`config.mk`:
```
export PLATFORM = sky130hd
export DESIGN_NAME = exe_mem_stage
export DESIGN_NICKNAME = d
export VERILOG_FILES = /design/src/rtl/exe_mem_stage_pkg.sv /design/src/rtl/exe_mem_stage_store_history.sv /design/src/rtl/exe_mem_stage.sv
export SDC_FILE = /design/constraint.sdc
export NUM_CORES = 1
export LEC_CHECK = 0
export CAP_MARGIN = 15
export CORE_ASPECT_RATIO = 1.1
export CORE_MARGIN = 3
export CORE_UTILIZATION = 30
export DETAILED_ROUTE_END_ITERATION = 7
export PLACE_DENSITY = 0.57
export SLEW_MARGIN = 20
export SYNTH_ARGS = -nofsm -noshare
export SYNTH_HDL_FRONTEND = slang
export SYNTH_SLANG_ARGS = --single-unit
```
`constraint.sdc`:
```
create_clock -name clk -period 4.5 [get_ports clk]
set_input_delay 0.45 -clock clk [delete_from_list [all_inputs] [get_ports clk]]
set_output_delay 0.45 -clock clk [all_outputs]
set_load 0.1 [all_outputs]
```
`src/rtl/exe_mem_stage_pkg.sv`:
```
// Shared memory-op encodings and helpers for the EXE->MEM stage and its store history.
package exe_mem_stage_pkg;

    localparam logic [2:0] MEM_NOP_OP = 3'd0;
    localparam logic [2:0] MEM_LB_OP  = 3'd1;
    localparam logic [2:0] MEM_LH_OP  = 3'd2;
    localparam logic [2:0] MEM_LW_OP  = 3'd3;
    localparam logic [2:0] MEM_SB_OP  = 3'd4;
    localparam logic [2:0] MEM_SH_OP  = 3'd5;
    localparam logic [2:0] MEM_SW_OP  = 3'd6;

    localparam logic [31:0] ZeroWord   = 32'h0;
    localparam logic [4:0]  NOPRegAddr = 5'h0;

    function automatic logic is_store(input logic [2:0] op);
        return (op == MEM_SB_OP) || (op == MEM_SH_OP) || (op == MEM_SW_OP);
    endfunction

    function automatic logic [3:0] store_mask(input logic [2:0] op, input logic [1:0] lo);
        logic [3:0] m;
        case (op)
            MEM_SB_OP: m = 4'b0001 << lo;
            MEM_SH_OP: m = 4'b0011 << {lo[1], 1'b0};
            MEM_SW_OP: m = 4'hF;
            default:   m = 4'h0;
        endcase
        return m;
    endfunction

endpackage

```
`src/rtl/exe_mem_stage_store_history.sv`:
```
// Circular buffer of retired stores with a youngest-first, byte-mask-aware lookup.
module store_history #(
    parameter int XLEN  = 32,
    parameter int DEPTH = 4
) (
    input  logic            clk,
    input  logic            rst,
    input  logic            wr_en,
    input  logic [XLEN-1:0] wr_addr,
    input  logic [3:0]      wr_mask,
    input  logic [XLEN-1:0] wr_data,
    input  logic [XLEN-1:0] lk_addr,
    output logic            lk_hit,
    output logic            lk_partial,
    output logic [XLEN-1:0] lk_data,
    output logic [XLEN-1:0] last_addr,
    output logic [XLEN-1:0] last_data
);
    import exe_mem_stage_pkg::*;

    localparam int PW = $clog2(DEPTH);

    logic [DEPTH-1:0] vld_q, vld_d;
    logic [PW-1:0]    wr_ptr_q, wr_ptr_d;
    logic [XLEN-3:0]  word_q [DEPTH];
    logic [XLEN-3:0]  word_d [DEPTH];
    logic [3:0]       mask_q [DEPTH];
    logic [3:0]       mask_d [DEPTH];
    logic [XLEN-1:0]  data_q [DEPTH];
    logic [XLEN-1:0]  data_d [DEPTH];

    logic [PW-1:0]    lk_idx;
    logic             lk_found;
    logic [PW-1:0]    last_idx;

    always_comb begin
        vld_d    = vld_q;
        wr_ptr_d = wr_ptr_q;
        word_d   = word_q;
        mask_d   = mask_q;
        data_d   = data_q;
        if (wr_en) begin
            vld_d[wr_ptr_q]  = 1'b1;
            word_d[wr_ptr_q] = wr_addr[XLEN-1:2];
            mask_d[wr_ptr_q] = wr_mask;
            data_d[wr_ptr_q] = wr_data;
            wr_ptr_d         = wr_ptr_q + PW'(1);
        end
    end

    always_ff @(posedge clk or negedge rst) begin
        if (!rst) begin
            vld_q    <= '0;
            wr_ptr_q <= '0;
        end else begin
            vld_q    <= vld_d;
            wr_ptr_q <= wr_ptr_d;
        end
    end

    // Entry payload is qualified by vld_q, so it carries no reset.
    always_ff @(posedge clk) begin
        word_q <= word_d;
        mask_q <= mask_d;
        data_q <= data_d;
    end

    // Walk backwards from the newest slot; the first word-address match wins.
    always_comb begin
        lk_hit     = 1'b0;
        lk_partial = 1'b0;
        lk_data    = '0;
        lk_found   = 1'b0;
        lk_idx     = '0;
        for (int i = 0; i < DEPTH; i++) begin
            lk_idx = wr_ptr_q - PW'(i + 1);
            if (!lk_found && vld_q[lk_idx] && (word_q[lk_idx] == lk_addr[XLEN-1:2])) begin
                lk_found   = 1'b1;
                lk_hit     = (mask_q[lk_idx] == 4'hF);
                lk_partial = (mask_q[lk_idx] != 4'hF);
                lk_data    = data_q[lk_idx];
            end
        end
    end

    always_comb begin
        last_idx  = wr_ptr_q - PW'(1);
        last_addr = '0;
        last_data = '0;
        if (vld_q[last_idx]) begin
            last_addr = {word_q[last_idx], 2'b00};
            last_data = data_q[last_idx];
        end
    end

endmodule

```
`src/rtl/exe_mem_stage.sv`:
```
// EXE->MEM pipeline register with valid/ready handshake, flush, and store-history forwarding lookup.
module exe_mem_stage #(
    parameter int XLEN   = 32,
    parameter int REG_AW = 5,
    parameter int OP_W   = 3,
    parameter int DEPTH  = 4
) (
    input  logic              clk,
    input  logic              rst,
    input  logic              exe_valid,
    output logic              exe_ready,
    input  logic              flush,
    input  logic [XLEN-1:0]   exe_pc,
    input  logic [XLEN-1:0]   exe_mem_addr,
    input  logic [XLEN-1:0]   exe_mem_data,
    input  logic [XLEN-1:0]   exe_write_data,
    input  logic [OP_W-1:0]   exe_mem_op,
    input  logic              exe_we,
    input  logic [REG_AW-1:0] exe_write_reg,
    output logic              mem_valid,
    input  logic              mem_ready,
    output logic [XLEN-1:0]   mem_pc,
    output logic [XLEN-1:0]   mem_mem_addr,
    output logic [XLEN-1:0]   mem_mem_data,
    output logic [XLEN-1:0]   mem_write_data,
    output logic [OP_W-1:0]   mem_mem_op,
    output logic              mem_we,
    output logic [REG_AW-1:0] mem_write_reg,
    input  logic [XLEN-1:0]   fwd_addr,
    output logic              fwd_hit,
    output logic              fwd_partial,
    output logic [XLEN-1:0]   fwd_data,
    output logic [XLEN-1:0]   last_store_addr,
    output logic [XLEN-1:0]   last_store_data
);
    import exe_mem_stage_pkg::*;

    logic              mem_valid_q, mem_valid_d;
    logic [XLEN-1:0]   pc_q, pc_d, addr_q, addr_d, data_q, data_d, wdata_q, wdata_d;
    logic [OP_W-1:0]   op_q, op_d;
    logic              we_q, we_d;
    logic [REG_AW-1:0] wreg_q, wreg_d;

    logic capture;
    logic retire;

    assign exe_ready = !mem_valid_q || mem_ready;
    assign capture   = exe_valid && exe_ready && !flush;
    assign retire    = mem_valid_q && mem_ready && !flush && is_store(3'(op_q));

    always_comb begin
        mem_valid_d = mem_valid_q;
        pc_d        = pc_q;
        addr_d      = addr_q;
        data_d      = data_q;
        wdata_d     = wdata_q;
        op_d        = op_q;
        we_d        = we_q;
        wreg_d      = wreg_q;
        if (flush) begin
            mem_valid_d = 1'b0;
            op_d        = OP_W'(MEM_NOP_OP);
            we_d        = 1'b0;
        end else if (capture) begin
            mem_valid_d = 1'b1;
            pc_d        = exe_pc;
            addr_d      = exe_mem_addr;
            data_d      = exe_mem_data;
            wdata_d     = exe_write_data;
            op_d        = exe_mem_op;
            we_d        = exe_we;
            wreg_d      = exe_write_reg;
        end else if (mem_ready) begin
            mem_valid_d = 1'b0;
        end
    end

    always_ff @(posedge clk or negedge rst) begin
        if (!rst) begin
            mem_valid_q <= 1'b0;
            pc_q        <= '0;
            addr_q      <= '0;
            data_q      <= '0;
            wdata_q     <= '0;
            op_q        <= OP_W'(MEM_NOP_OP);
            we_q        <= 1'b0;
            wreg_q      <= REG_AW'(NOPRegAddr);
        end else begin
            mem_valid_q <= mem_valid_d;
            pc_q        <= pc_d;
            addr_q      <= addr_d;
            data_q      <= data_d;
            wdata_q     <= wdata_d;
            op_q        <= op_d;
            we_q        <= we_d;
            wreg_q      <= wreg_d;
        end
    end

    assign mem_valid      = mem_valid_q;
    assign mem_pc         = pc_q;
    assign mem_mem_addr   = addr_q;
    assign mem_mem_data   = data_q;
    assign mem_write_data = wdata_q;
    assign mem_mem_op     = op_q;
    assign mem_we         = we_q;
    assign mem_write_reg  = wreg_q;

    store_history #(
        .XLEN  (XLEN),
        .DEPTH (DEPTH)
    ) u_hist (
        .clk        (clk),
        .rst        (rst),
        .wr_en      (retire),
        .wr_addr    (addr_q),
        .wr_mask    (store_mask(3'(op_q), addr_q[1:0])),
        .wr_data    (data_q),
        .lk_addr    (fwd_addr),
        .lk_hit     (fwd_hit),
        .lk_partial (fwd_partial),
        .lk_data    (fwd_data),
        .last_addr  (last_store_addr),
        .last_data  (last_store_data)
    );

endmodule

```
**Yosys cells after proc, flatten, opt, wreduce, memory -nomap -nowiden**

Cells that the tools add are included.

- Flip-flop bits (word level): 408
- Logic and storage cells: 164

- Multiplexer cells: 80
- Bitwise gates (word level): 6
- Equality and inequality tests: 15
- Add/subtract/negate cells: 4
- Reduce and logical (&&, ||, !) cells: 25
- Shifts and indexed selects: 2
- $lt $le $gt $ge: 10

Operator list:

| cell | number |
|---|---|
| $mux W32 | 15 |
| $mux W30 | 9 |
| $bmux W32 S2 | 4 |
| $bmux W30 S2 | 4 |
| $bwmux W128 | 1 |
| $bwmux W120 | 1 |
| $eq A30 B30 Y1 | 4 |
| $demux W32 S2 | 1 |
| $demux W30 S2 | 1 |
| $mux W4 | 9 |
| $bmux W4 S2 | 4 |
| $mux W1 | 21 |
| $bwmux W16 | 1 |
| $eq A4 B4 Y1 const B | 4 |
| $ne A4 B4 Y1 const B | 4 |
| $logic_and A1 B1 Y1 | 14 |
| $ge A3 B3 Y1 const B | 4 |
| $lt A2 B3 Y1 const B | 4 |
| $not A2 Y3 | 4 |
| $pmux W4 S3 | 1 |
| $eq A3 B3 Y1 const B | 3 |
| $bmux W1 S2 | 4 |
| $demux W4 S2 | 1 |
| $mux W3 | 2 |
| other kinds (15) | 22 |

**Logic depth before layout (Yosys ltp)**

- Depth after elaboration: 20
- Mapped depth: 20
- Mapped depth without buffers: 10

**Cells and area by module**

A second synthesis with hierarchy kept.

- Cell total of the unflattened synthesis: 1580
- Area total of the unflattened synthesis: 23430.0 µm²

Modules (own cells, without submodules):

| module | area an instance (µm²) | cells an instance | times used |
|---|---|---|---|
| store_history | 18196.2 | 1262 | 1 |
| exe_mem_stage | 5233.8 | 318 | 1 |

**Worst setup path after synthesis**

Ideal clock, no wire load.

- Kind: register -> output
- Start point: register u_hist.wr_ptr_q[0]
- End point: output port fwd_data[1]
- Path slack: -2.263 ns
- Data arrival time: 6.313 ns
- Data required time: 4.050 ns
- Cell stages (with the launch flop): 20
- Buffers on the path: 9
- Cell sequence: dfrtp_1 > buf_6 > buf_6 > buf_4 > inv_2 > clkbuf_1 > buf_1 > ha_1 > buf_2 > buf_4 > buf_4 > mux4_2 > xnor2_1 > nand4_1 > a2111oi_2 > nand4_1 > or2_1 > buf_2 > and3_4 > o31ai_1

- Cells in the longest elaborated chain, start to end: 20
- Elaborated cells between the ends (all ways): 60

Ends and longest elaborated chain:

| item | RTL line | source |
|---|---|---|
| from (decl) | exe_mem_stage_store_history.sv:24 | `logic [PW-1:0] wr_ptr_q, wr_ptr_d;` |
| from (signal assigned) | exe_mem_stage_store_history.sv:57 | `wr_ptr_q <= wr_ptr_d;` |
| $sub A2 B1 Y2 * | - |  |
| named net u_hist.last_idx[0] | exe_mem_stage_store_history.sv:34 | `logic [PW-1:0] last_idx;` |
| $not A2 Y3 (not written as such) | exe_mem_stage_store_history.sv:77, exe_mem_stage_store_history.sv:81 |  |
| $bmux W30 S2 | exe_mem_stage_store_history.sv:77 | `if (!lk_found && vld_q[lk_idx] && (word_q[lk_idx] == lk_addr[XLEN-1:2])) begin` |
| $mux W30 (not written as such) (2 in series) | exe_mem_stage_store_history.sv:77 |  |
| $eq A30 B30 Y1 | exe_mem_stage_store_history.sv:77 |  |
| $logic_and A1 B1 Y1 | exe_mem_stage_store_history.sv:77 |  |
| $mux W1 | exe_mem_stage_store_history.sv:77 |  |
| $logic_not A1 Y1 | exe_mem_stage_store_history.sv:77 |  |
| $logic_and A1 B1 Y1 (2 in series) | exe_mem_stage_store_history.sv:77 |  |
| $mux W1 | exe_mem_stage_store_history.sv:77 |  |
| $logic_not A1 Y1 | exe_mem_stage_store_history.sv:77 |  |
| $logic_and A1 B1 Y1 (2 in series) | exe_mem_stage_store_history.sv:77 |  |
| $mux W1 | exe_mem_stage_store_history.sv:77 |  |
| $logic_not A1 Y1 | exe_mem_stage_store_history.sv:77 |  |
| $logic_and A1 B1 Y1 (2 in series) | exe_mem_stage_store_history.sv:77 |  |
| $mux W32 * | exe_mem_stage_store_history.sv:77 |  |
| to (decl) | exe_mem_stage.sv:32 | `output logic [XLEN-1:0] fwd_data,` |

The timed path passes the listed nets; every way through them passes the cells marked *. The select of a mux whose other input is x is not followed.

**Worst setup path in the final report**

- Start point: register u_hist.wr_ptr_q[0]
- End point: output port fwd_data[31]

- Cells in the longest elaborated chain, start to end: 20
- Elaborated cells between the ends (all ways): 60

Ends and longest elaborated chain:

| item | RTL line | source |
|---|---|---|
| $sub A2 B1 Y2 | exe_mem_stage_store_history.sv:76 | `lk_idx = wr_ptr_q - PW'(i + 1);` |
| $not A2 Y3 (not written as such) | exe_mem_stage_store_history.sv:77, exe_mem_stage_store_history.sv:81 |  |
| $bmux W30 S2 | exe_mem_stage_store_history.sv:77 |  |
| $mux W30 (not written as such) (2 in series) | exe_mem_stage_store_history.sv:77 |  |
| $eq A30 B30 Y1 | exe_mem_stage_store_history.sv:77 |  |
| $logic_and A1 B1 Y1 | exe_mem_stage_store_history.sv:77 |  |
| $mux W1 | exe_mem_stage_store_history.sv:77 |  |
| $logic_not A1 Y1 | exe_mem_stage_store_history.sv:77 |  |
| $logic_and A1 B1 Y1 (2 in series) | exe_mem_stage_store_history.sv:77 |  |
| $mux W1 | exe_mem_stage_store_history.sv:77 |  |
| $logic_not A1 Y1 | exe_mem_stage_store_history.sv:77 |  |
| $logic_and A1 B1 Y1 (2 in series) | exe_mem_stage_store_history.sv:77 |  |
| $mux W1 | exe_mem_stage_store_history.sv:77 |  |
| $logic_not A1 Y1 | exe_mem_stage_store_history.sv:77 |  |
| $logic_and A1 B1 Y1 (2 in series) | exe_mem_stage_store_history.sv:77 |  |
| $mux W32 * | exe_mem_stage_store_history.sv:77 |  |

Every way passes the cells marked *; elsewhere a longest branch is shown, timed or not. The select of a mux whose other input is x is not followed.

==> results.json <==
{
  "status": "finished with violations",
  "violations": "setup timing",
  "area_delta_synth_final_pct": 41.93,
  "die_w_um": 271.8,
  "cp.required_ns": 4.05,
  "die-height_um": 298.4,
  "largest_register_ffs": 128,
  "yosysWarnings": 0,
  "core_area_um2": 76530,
  "setup_ws_ns": -0.06727,
  "grt_pass1_vias": 17600,
  "drv_cap": 0,
  "drt-pass1-iter-count": 5,
  "crit_buf_inv": 5,
  "finalPower_mw": 19.44,
  "slowest_stage": "dfrtp_4",
  "grt_use_total_pct": 18.72,
  "dr_total_vias": 16790,
  "clockBufferDepth": 3,
  "drt-initial-drc-count": 1211,
  "avgSynthCellArea_um2": 14.63,
  "detailedPlace.worstSlack_ns": 0.08228,
  "swShare_pct": 42.83,
  "grt-ovfl-total": 0,
  "htree_num_levels": 2,
  "die_area_um2": 81100,
  "grt_max_degree": 119,
  "drv_slew": 0,
  "clock_power_share_pct": 21.3,
  "hp-class": "in -> async",
  "p_leak_nw": 11.89,
  "io_buffers": 406,
  "reg_top3": "u_hist.data_q: 128 flops, u_hist.word_q: 120 flops",
  "startpoint_type": "register",
  "relSlewSlack_pct": 27.87,
  "worstSetupPathType": "reg -> out",
  "cpMostUsedCell": "buf_12",
  "cts_tree": "done",
  "antenna_found_initial": 3,
  "synth-main-ff-cell": "edfxtp_1",
  "num-nets-final": 2227,
  "rrSetupSlack_ns": 1.85,
  "cts-root-buf": "clkbuf_16",
  "yosysMostFrequentCell": "edfxtp_1",
  "area.sequential_um2": 11540,
  "pin_count": 411,
  "p_int_mw": 11.11,
  "cp.arrival_ns": 4.12,
  "antenna_left": 0,
  "synth_edf_count": 264,
  "drc": 0,
  "end_kind": "output pin",
  "post_dp_cell_area_um2": 30000,
  "ys_top_cells_by_count": "264 x edfxtp_1, 223 x mux4_2, 145 x mux2_2, 144 x dfrtp_1, 98 x nand2_1",
  "setup_viol": 30,
  "path_clk_slew_ns": 0.06,
  "cts.sinks": 408,
  "nFillCells": 6893,
  "synthArstFlopShare_pct": 35.29,
  "finalCriticalPeriod_ns": 4.567,
  "finalCritPeriodShare_pct": 101.5,
  "via_per_inst": 5.381,
  "seqPwrFrac_pct": 23.7,
  "wirelength_mm": 78.23,
  "worstPathCellList": "inv_8, ha_4, buf_12, buf_12, mux2i_2, o22ai_1, a2111oi_2, nand4_1, a211o_4, buf_8, or3_4, a22o_4, buf_12",
  "synth.top_cell.area_share_pct": 34.00,
  "netSwitchingPower_mw": 8.327,
  "start_util_pct": 30.47,
  "largest_register": "u_hist.data_q",
  "syn_inst": 1594,
  "dp.final_hpwl_mm": 52.39,
  "timing.final.hold_violations": 0,
  "detail_route.wl_per_cell_um": 25.08,
  "multi_input_area_um2": 11710,
  "insertion_delay_ns": 0.61,
  "gp_congestion": 0.8767,
  "max_freq_mhz": 218.9,
  "synth-seq-cells": 408,
  "drive_gt1_share_pct": 37.97,
  "cts-buffers-inserted": 50,
  "worst_slew_pin_slew_ns": 1.079,
  "cp_max_fo": 24,
  "rsz0062_at_grt": "yes",
  "syn_area_um2": 23310,
  "synth-seq-area-share_pct": 49.46,
  "vdd_drop_max_mv": 0.4789,
  "synth_area_leader_cell": "edfxtp_1",
  "powerDensity_nw_per_um2": 587.5,
  "combPwrFrac_pct": 55.0,
  "path_delay_family": "compound AO/OA/AOI/OAI gates",
  "yosysUniqueCellTypes": 63,
  "design_area_um2": 33090,
  "grt_pass1_wl_mm": 114.9,
  "ys_top_cells_by_area": "edfxtp_1 34%, mux4_2 22%, dfrtp_1 15%",
  "critical_path.max_stage_delay_ns": 0.47,
  "std_cell_rows": 106,
  "fin_skew_ns": 0.02254
}
area by class of cell:
type | count | share of cell area, %
antenna | 3 | 0.02269
clock buffer | 66 | 4.084
clock inverter | 28 | 1.070
inverter | 12 | 0.1588
multi-input combinational | 1033 | 35.40
sequential | 408 | 34.87
tap | 1026 | 3.879
timing repair buffer | 544 | 20.52
power groups by stage:
stage          Sequential (mW)  Combinational, mW  Clock (mW)
6_report                  4.61               10.7        4.14
5_1_grt                   4.65               11.1        4.41
4_1_cts                   4.62               10.5        4.25
3_5_place_dp              4.69               9.98           0
3_3_place_gp              4.66               9.91           0
2_1_floorplan             6.10               5.65           0
through the flow:
stage	hold slack [ns]	TNS, ns	utilization (%)	std cells
3_5_place_dp	0.4910	0	39.21	2964
4_1_cts	0.3755	-3.225	42.41	3091
6_report	0.4116	-0.7416	43.24	3120
5_1_grt	0.4002	-6.020	43.24	3119
3_3_place_gp	0.4804	0	39.21	2964
2_1_floorplan	0.1544	-0.3194	-	1595
timing repair:
item | in CTS | in global routing
pin swaps | 24 | 34
hold buffers | 1 | 0
setup endpoints to repair | 34 | 34
cloned | 9 | 4
setup buffers | 23 | 23
gates resized for setup | 55 | 69
hold endpoints to repair | 46 | 0
cell families after synthesis:
group	synth area share, %
multiplexers	31.34
other	0.01608
flip-flops	49.46
buffers and inverters	3.107
XOR/XNOR	4.020
AND/OR/NAND/NOR	8.120
AO/OA/AOI/OAI	3.730
adder cells (fa/ha/maj)	0.2147
metal layers:
layer	GRT usage, %	part of all wire, %
met1	22.45	39
met3	3.766	5.7
met5	0	0
met2	32.52	51
met4	8.267	4.4
cells in the final DEF (no fill, tap or decap), types with 10 or more instances in the layout:
cell type	synthesis	routed
mux2i_1	65	53
xnor2_2	0	12
mux2_2	145	144
buf_6	4	15
buf_4	16	77
clkbuf_1	64	12
a22o_4	0	12
and2_1	57	52
nor2_1	54	49
o22ai_1	11	11
nand3_1	67	63
inv_1	11	10
or3_1	30	21
mux4_2	223	223
xor2_1	13	12
nand2_1	98	97
nand4_1	29	29
clkbuf_16	0	54
a21oi_1	16	16
xnor2_1	94	81
dfrtp_1	144	142
buf_12	0	123
edfxtp_1	264	264
clkdlybuf4s50_1	0	309
a22o_2	0	17
final timing paths:
check | start | cells past startpoint | endpoint
max | u_hist.wr_ptr_q[0] | 13 | fwd_data[31]
max reg2reg | u_hist.wr_ptr_q[0] | 5 | u_hist.data_q[28]
min | rst | 2 | mem_mem_data[20]
max in group asynchronous | rst | 3 | mem_write_data[29]
min in group clk | exe_mem_op[1] | 3 | mem_mem_op[1]
min reg2reg | mem_pc[12] | 1 | mem_pc[12]
(Power assumes the default switching activity.)
